$ cat src/rtl/cdb_arbiter.sv
// Common data bus arbiter: one small FIFO per functional unit, drained round-robin
// onto NUM_CDB registered broadcast lanes each cycle.
module cdb_arbiter #(
  parameter int NUM_FU     = 4,
  parameter int NUM_CDB    = 2,
  parameter int BIT_WIDTH  = 32,
  parameter int TAG_WIDTH  = 8,
  parameter int FIFO_DEPTH = 2
) (
  input  logic                                clk,
  input  logic                                reset,
  input  logic [NUM_FU-1:0]                   fu_valid,
  input  logic [NUM_FU-1:0][TAG_WIDTH-1:0]    fu_tag,
  input  logic [NUM_FU-1:0][BIT_WIDTH-1:0]    fu_value,
  output logic [NUM_FU-1:0]                   fu_ready,
  output logic [NUM_CDB-1:0][TAG_WIDTH-1:0]   funcUnitTags,
  output logic [NUM_CDB-1:0][BIT_WIDTH-1:0]   funcUnitOut,
  output logic [NUM_CDB-1:0]                  valueReady
);

  localparam int FU_W   = $clog2(NUM_FU);
  localparam int CNT_W  = $clog2(FIFO_DEPTH + 1);
  localparam int PTR_W  = (FIFO_DEPTH > 1) ? $clog2(FIFO_DEPTH) : 1;
  localparam int LANE_W = $clog2(NUM_CDB + 1);

  logic [NUM_FU-1:0][CNT_W-1:0]  count;
  logic [NUM_FU-1:0][PTR_W-1:0]  head;
  logic [NUM_FU-1:0][PTR_W-1:0]  tail;
  logic [TAG_WIDTH-1:0]          tag_mem [NUM_FU][FIFO_DEPTH];
  logic [BIT_WIDTH-1:0]          val_mem [NUM_FU][FIFO_DEPTH];
  logic [FU_W-1:0]               rr;
  logic [FU_W-1:0]               rr_next;

  logic [NUM_FU-1:0]             push;
  logic [NUM_FU-1:0]             grant;
  logic [NUM_FU-1:0][LANE_W-1:0] pos;
  logic [LANE_W-1:0]             n_grant;
  logic [FU_W-1:0]               idx;
  logic [FU_W-1:0]               last_fu;

  logic [NUM_CDB-1:0]                lane_vld_d;
  logic [NUM_CDB-1:0][TAG_WIDTH-1:0] lane_tag_d;
  logic [NUM_CDB-1:0][BIT_WIDTH-1:0] lane_val_d;

  function automatic logic [PTR_W-1:0] ptr_inc(input logic [PTR_W-1:0] p);
    if (p == PTR_W'(FIFO_DEPTH - 1)) return '0;
    return p + PTR_W'(1);
  endfunction

  // Ready depends on the current count only; a same-cycle pop never frees a slot.
  always_comb begin
    for (int i = 0; i < NUM_FU; i++) begin
      fu_ready[i] = (count[i] < CNT_W'(FIFO_DEPTH));
    end
  end

  assign push = fu_valid & fu_ready;

  // Scan from rr, granting the first NUM_CDB non-empty FIFOs; pos records lane order.
  always_comb begin
    grant   = '0;
    pos     = '0;
    n_grant = '0;
    idx     = '0;
    last_fu = rr;
    for (int k = 0; k < NUM_FU; k++) begin
      idx = FU_W'((int'(rr) + k) % NUM_FU);
      if ((count[idx] != '0) && (n_grant < LANE_W'(NUM_CDB))) begin
        grant[idx] = 1'b1;
        pos[idx]   = n_grant;
        last_fu    = idx;
        n_grant    = n_grant + LANE_W'(1);
      end
    end
  end

  always_comb begin
    rr_next = rr;
    if (|grant) begin
      rr_next = (last_fu == FU_W'(NUM_FU - 1)) ? '0 : last_fu + FU_W'(1);
    end
  end

  always_comb begin
    lane_vld_d = '0;
    lane_tag_d = '0;
    lane_val_d = '0;
    for (int j = 0; j < NUM_CDB; j++) begin
      for (int i = 0; i < NUM_FU; i++) begin
        if (grant[i] && (pos[i] == LANE_W'(j))) begin
          lane_vld_d[j] = 1'b1;
          lane_tag_d[j] = tag_mem[i][head[i]];
          lane_val_d[j] = val_mem[i][head[i]];
        end
      end
    end
  end

  always_ff @(posedge clk or posedge reset) begin
    if (reset) begin
      count        <= '0;
      head         <= '0;
      tail         <= '0;
      rr           <= '0;
      valueReady   <= '0;
      funcUnitTags <= '0;
      funcUnitOut  <= '0;
    end else begin
      for (int i = 0; i < NUM_FU; i++) begin
        if (push[i]) tail[i] <= ptr_inc(tail[i]);
        if (grant[i]) head[i] <= ptr_inc(head[i]);
        if (push[i] && !grant[i]) begin
          count[i] <= count[i] + CNT_W'(1);
        end else if (!push[i] && grant[i]) begin
          count[i] <= count[i] - CNT_W'(1);
        end
      end
      rr           <= rr_next;
      valueReady   <= lane_vld_d;
      funcUnitTags <= lane_tag_d;
      funcUnitOut  <= lane_val_d;
    end
  end

  // Storage needs no reset: an entry is only read once count says it was written.
  always_ff @(posedge clk) begin
    for (int i = 0; i < NUM_FU; i++) begin
      if (push[i]) begin
        tag_mem[i][tail[i]] <= fu_tag[i];
        val_mem[i][tail[i]] <= fu_value[i];
      end
    end
  end

endmodule

$ cat config.mk
export PLATFORM = sky130hd
export DESIGN_NAME = cdb_arbiter
export DESIGN_NICKNAME = d
export VERILOG_FILES = /design/src/rtl/cdb_arbiter.sv
export SDC_FILE = /design/constraint.sdc
export NUM_CORES = 1
export LEC_CHECK = 0
export ABC_AREA = 1
export ABC_CLOCK_PERIOD_IN_PS = 4800
export CAP_MARGIN = 10
export CORE_UTILIZATION = 57
export CTS_BUF_LIST = sky130_fd_sc_hd__clkbuf_8
export DETAILED_ROUTE_END_ITERATION = 16
export PLACE_DENSITY = 0.93
export SKIP_CTS_REPAIR_TIMING = 1
export SLEW_MARGIN = 20
export SYNTH_ARGS = -nofsm -noshare
export SYNTH_HDL_FRONTEND = slang
export SYNTH_SLANG_ARGS = --single-unit
$ cat constraint.sdc
create_clock -name clk -period 4.8 [get_ports clk]
set_clock_uncertainty 0.15 [all_clocks]
set_input_delay 0.96 -clock clk [delete_from_list [all_inputs] [get_ports clk]]
set_output_delay 0.96 -clock clk [all_outputs]
set_load 0.02 [all_outputs]
# After elaboration in Yosys (flattened, before gate mapping)

Memories as Yosys holds them, arrays and structs flattened.
Index checks and enable logic that the tools add are counted.

Logic and storage cells: 289
Memories kept: 2
Output and inout bits: 86
Bits in writable memories: 320
Input port bits: 166
Flip-flop bits (word level): 100

Multiplexer cells: 154
Reduce and logical (&&, ||, !) cells: 48
Magnitude comparators: 27
Bitwise operators: 13
Equality and inequality tests: 5
$add $sub $neg: 22

Memories:

| name    | depth | width | rd ports | clocked after Yosys merged registers in | wr ports | RTL line | text |
|---|---|---|---|---|---|---|---|
| val_mem | 4     | 64    | 4        | 0                                       | 4        | 30       | `logic [BIT_WIDTH-1:0] val_mem [NUM_FU][FIFO_DEPTH];` |
| tag_mem | 4     | 16    | 4        | 0                                       | 4        | 29       | `logic [TAG_WIDTH-1:0] tag_mem [NUM_FU][FIFO_DEPTH];` |

Operators with widths:

| kind                | number |
|---|---|
| $mux 32             | 24 |
| $mux 64             | 4 |
| $mux 8              | 27 |
| $demux 32 s1        | 4 |
| $mux 16             | 4 |
| $mux 1              | 49 |
| $mux 2              | 21 |
| $demux 8 s1         | 4 |
| $logic_and 1x1->1   | 27 |
| $bmux 2 s2          | 4 |
| $bwmux 8            | 2 |
| $ge 2x2->1 const B  | 8 |
| $mux 4              | 4 |
| $not 1->2           | 8 |
| $reduce_bool 2->1   | 8 |
| $add 2x1->2 const B | 7 |
| $demux 2 s2         | 3 |
| $lt 2x2->1 const B  | 6 |
| $lt 2x3->1 const B  | 4 |
| $or 4x4->4          | 3 |
| $add 1x1->1 const B | 8 |
| $and 7x8->8         | 1 |
| $demux 1 s2         | 4 |
| $eq 2x1->1 const B  | 4 |
| 11 further kinds    | 31 |

# Logic depth before layout (Yosys ltp)

Word-level depth: 19
Depth in mapped cells: 23
Depth with buffers taken out: 21

# Worst setup path before layout

Ideal clock, no wire load.

Path kind: in2reg
Start point: input port fu_valid[1]
End point: memory tag_mem[1][0] (netlist bit) (enable)
Path buffers: 0
Setup slack: 1.447 ns
Stages: 2
Setup time: 0.437 ns
Arrival: 2.766 ns
Cells stage by stage: nand2_1 -> nor2_1

RTL lines:

| what            | RTL line | text |
|---|---|---|
| start, declared | 12       | `input logic [NUM_FU-1:0] fu_valid,` |
| end, declared   | 29       |  |

==> impl_metrics.env <==
export IMPL_setup_violations=0
export IMPL_syn_area_um2=18500
export IMPL_worst_pin_slew_ns=1.07
export IMPL_die_h_um=182
export IMPL_synth_seq_cells=420
export IMPL_layout_drive_gt1_share=0.144
export IMPL_yosys_area_top_type="edfxtp_1"
export IMPL_antenna_found_initial=2
export IMPL_drc=0
export IMPL_root_buffer="clkbuf_8"
export IMPL_avgViaCountPerCell=5.85
export IMPL_cts_tree="built"
export IMPL_cts_sinks=420
export IMPL_numCtsBuffers=68
export IMPL_synth_warnings=0
export IMPL_dr_total_vias=13500
export IMPL_drt_total_wl_mm=53.4
export IMPL_seq_area_frac_synth=0.655
export IMPL_finalMaxSlewViolations=0
export IMPL_cp_top_family="simple AND/OR/NAND/NOR gates"
export IMPL_place_ws_ns=0.667
export IMPL_critical_path_class="flip-flop to flip-flop"
export IMPL_fin_crit_ns=4.28
export IMPL_htree_levels=3
export IMPL_drt_initial_drc_count=1603
export IMPL_hpwl_mm=35.7
export IMPL_finalHoldViolCount=0
export IMPL_clkTransAtPathRegs_ns=0.06
export IMPL_crit_fanout=34
export IMPL_max_slew_margin=0.287
export IMPL_path_buf_inv=5
export IMPL_synth_area_leaders="edfxtp_1, dfrtp_1, nand2_1, mux2_2, nand3_1"
export IMPL_dr_pass1_iters=7
export IMPL_cp_slowest_stage_delay_ns=0.53
export IMPL_crit_chain="inv_1, ha_1, inv_1, nand3_1, nand2_1, ha_1, inv_1, nand3_4, nand2_2, nand3_2, nor2_1, inv_1, nand2_1, nand2_2, buf_4, a21oi_1, nand2_1, nand2_1"
export IMPL_grt_pass1_wl_mm=79.7
export IMPL_syn_inst=1598
export IMPL_grt_ovfl_total=0
export IMPL_final_setup_worst_slack_ns=0.516
export IMPL_cts_buffer_depth=3
export IMPL_rsz0062_at_grt="false"
export IMPL_grt_start_max_net_pins=59
export IMPL_hold_class="flip-flop to flip-flop"
export IMPL_synth_cell_types=33
export IMPL_gp_congestion=0.942
export IMPL_worst_endpoint_required_ns=5.17
export IMPL_die_area_um2=33100
export IMPL_syn_num_nets=1778
export IMPL_drtAntennaViolNets=0
export IMPL_port_buffers=251
export IMPL_cap_viol_max_count=0
export IMPL_status="finished clean"
export IMPL_clk_latency_ns=0.61
export IMPL_io_pins=252
export IMPL_fin_crit_sh=0.893
export IMPL_rows=65
export IMPL_cp_arrival_ns=4.66
export IMPL_die_w_um=182
export IMPL_fin_tns_setup_ns=0
export IMPL_start_kind="flip-flop"
export IMPL_nets=2038
export IMPL_grt_pass1_vias=13600
export IMPL_cp_end_kind="flip-flop"
export IMPL_core_um2=31700
export IMPL_fmax_mhz=233
export IMPL_yosysTopAreaCellShare=0.520
export IMPL_initial_utilization=0.583
export IMPL_slowest_stage="dfrtp_1"
export IMPL_syn2layout_area_growth_pct=23.0
export IMPL_avgSynthCellArea_um2=11.6
export IMPL_grt_use_total=0.325
export IMPL_wl_per_cell_um=23.0
## cells by family after synthesis
logic type / after synthesis / share of synthesized area
AND/OR/NAND/NOR: 713 / 0.165
flip-flops: 420 / 0.655
buffers and inverters: 209 / 0.0490
multiplexers: 159 / 0.0942
AO/OA/AOI/OAI: 66 / 0.0186
XOR/XNOR: 17 / 0.00806
adder cells (fa/ha/maj): 14 / 0.00948
## routing by layer
layer	routed length (um)	GRT usage	share of wire	up-vias
li1	-	-	-	5981
met1	19000	0.400	0.36	6485
met2	26000	0.540	0.49	895
met3	5090	0.0617	0.095	178
met4	3200	0.184	0.060	4
met5	25	0	0.00047	-
## final cells by class
class,instances,area (um2)
antenna,1,2.50
clock buffer,72,991
clock inverter,53,335
fill,2111,8990
inverter,124,468
multi-input combinational,969,5540
sequential,420,12100
tap,402,503
timing repair buffer,275,2760
## cells in the final DEF (no fill, tap or decap), drive strengths merged
| cell | synthesis | final |
|---|---|---|
| o2111ai | 1 | 1 |
| xnor2 | 6 | 6 |
| mux2 | 119 | 119 |
| buf | 54 | 24 |
| o211ai | 1 | 1 |
| nand4 | 5 | 5 |
| nand2 | 462 | 462 |
| o22ai | 1 | 1 |
| diode | 0 | 1 |
| a21oi | 45 | 45 |
| clkbuf | 31 | 72 |
| o21a | 1 | 1 |
| o21ai | 17 | 17 |
| mux2i | 40 | 40 |
| clkinv | 0 | 16 |
| edfxtp | 320 | 320 |
| dfrtp | 100 | 100 |
| nand3 | 220 | 220 |
| nor2 | 26 | 26 |
| xor2 | 11 | 11 |
| clkinvlp | 0 | 6 |
| clkdlybuf4s50 | 0 | 251 |
| inv | 124 | 152 |
| ha | 14 | 14 |
| bufinv | 0 | 3 |
## state kept, by name, summed over array words and instances (netlist names), named ones only
register / flops
count: 8
rr: 1
funcUnitOut: 64
funcUnitTags: 16
valueReady: 2
head: 4
val_mem: 256
tag_mem: 64
tail: 4
## through the flow
stage | utilization | area (um2) | std cells | hold slack (ns)
2_1_floorplan | - | 18500 | 1598 | 0.296
3_3_place_gp | 0.673 | 21300 | 2188 | 0.311
3_5_place_dp | 0.673 | 21300 | 2188 | 0.330
4_1_cts | 0.715 | 22700 | 2313 | 0.338
5_1_grt | 0.716 | 22700 | 2315 | 0.360
6_report | 0.716 | 22700 | 2316 | 0.335
## path summary, 6_finish.rpt
kind                          start              end  slack [ns]  cells after the start
setup / recovery              rr[1]  funcUnitOut[45]        0.52                     18
hold / removal             count[2]         count[2]        0.33                      1
setup reg to reg              rr[1]  funcUnitOut[45]        0.52                     18
hold reg to reg            count[2]         count[2]        0.33                      1
max in group asynchronous     reset  funcUnitOut[57]        3.02                      3
min in group asynchronous     reset         count[0]        0.71                      2
## synth_stat cells
| cell type | number |
|---|---|
| o211ai_1 | 1 |
| ha_1 | 14 |
| nor2_4 | 2 |
| o21ai_1 | 2 |
| nand3_1 | 216 |
| buf_6 | 7 |
| inv_2 | 5 |
| clkbuf_1 | 31 |
| nand2_4 | 2 |
| dfrtp_1 | 100 |
| buf_2 | 37 |
| mux2i_1 | 40 |
| edfxtp_1 | 320 |
| nand2_2 | 7 |
| buf_1 | 4 |
| nand4_2 | 1 |
| o2111ai_1 | 1 |
| nand3_4 | 1 |
| o21ai_2 | 1 |
| mux2_2 | 119 |
| nor2_1 | 21 |
| nand3_2 | 3 |
| xnor2_1 | 6 |
| nand2_1 | 453 |
| inv_1 | 119 |
| buf_4 | 6 |
| o21a_1 | 1 |
| a21oi_1 | 45 |
| nand4_1 | 4 |
| o21ai_0 | 14 |
| xor2_1 | 11 |
| nor2_2 | 3 |
| o22ai_1 | 1 |
Power is not shown: default switching activity piles up to over one toggle a cycle in this logic, so the estimate is an artifact.
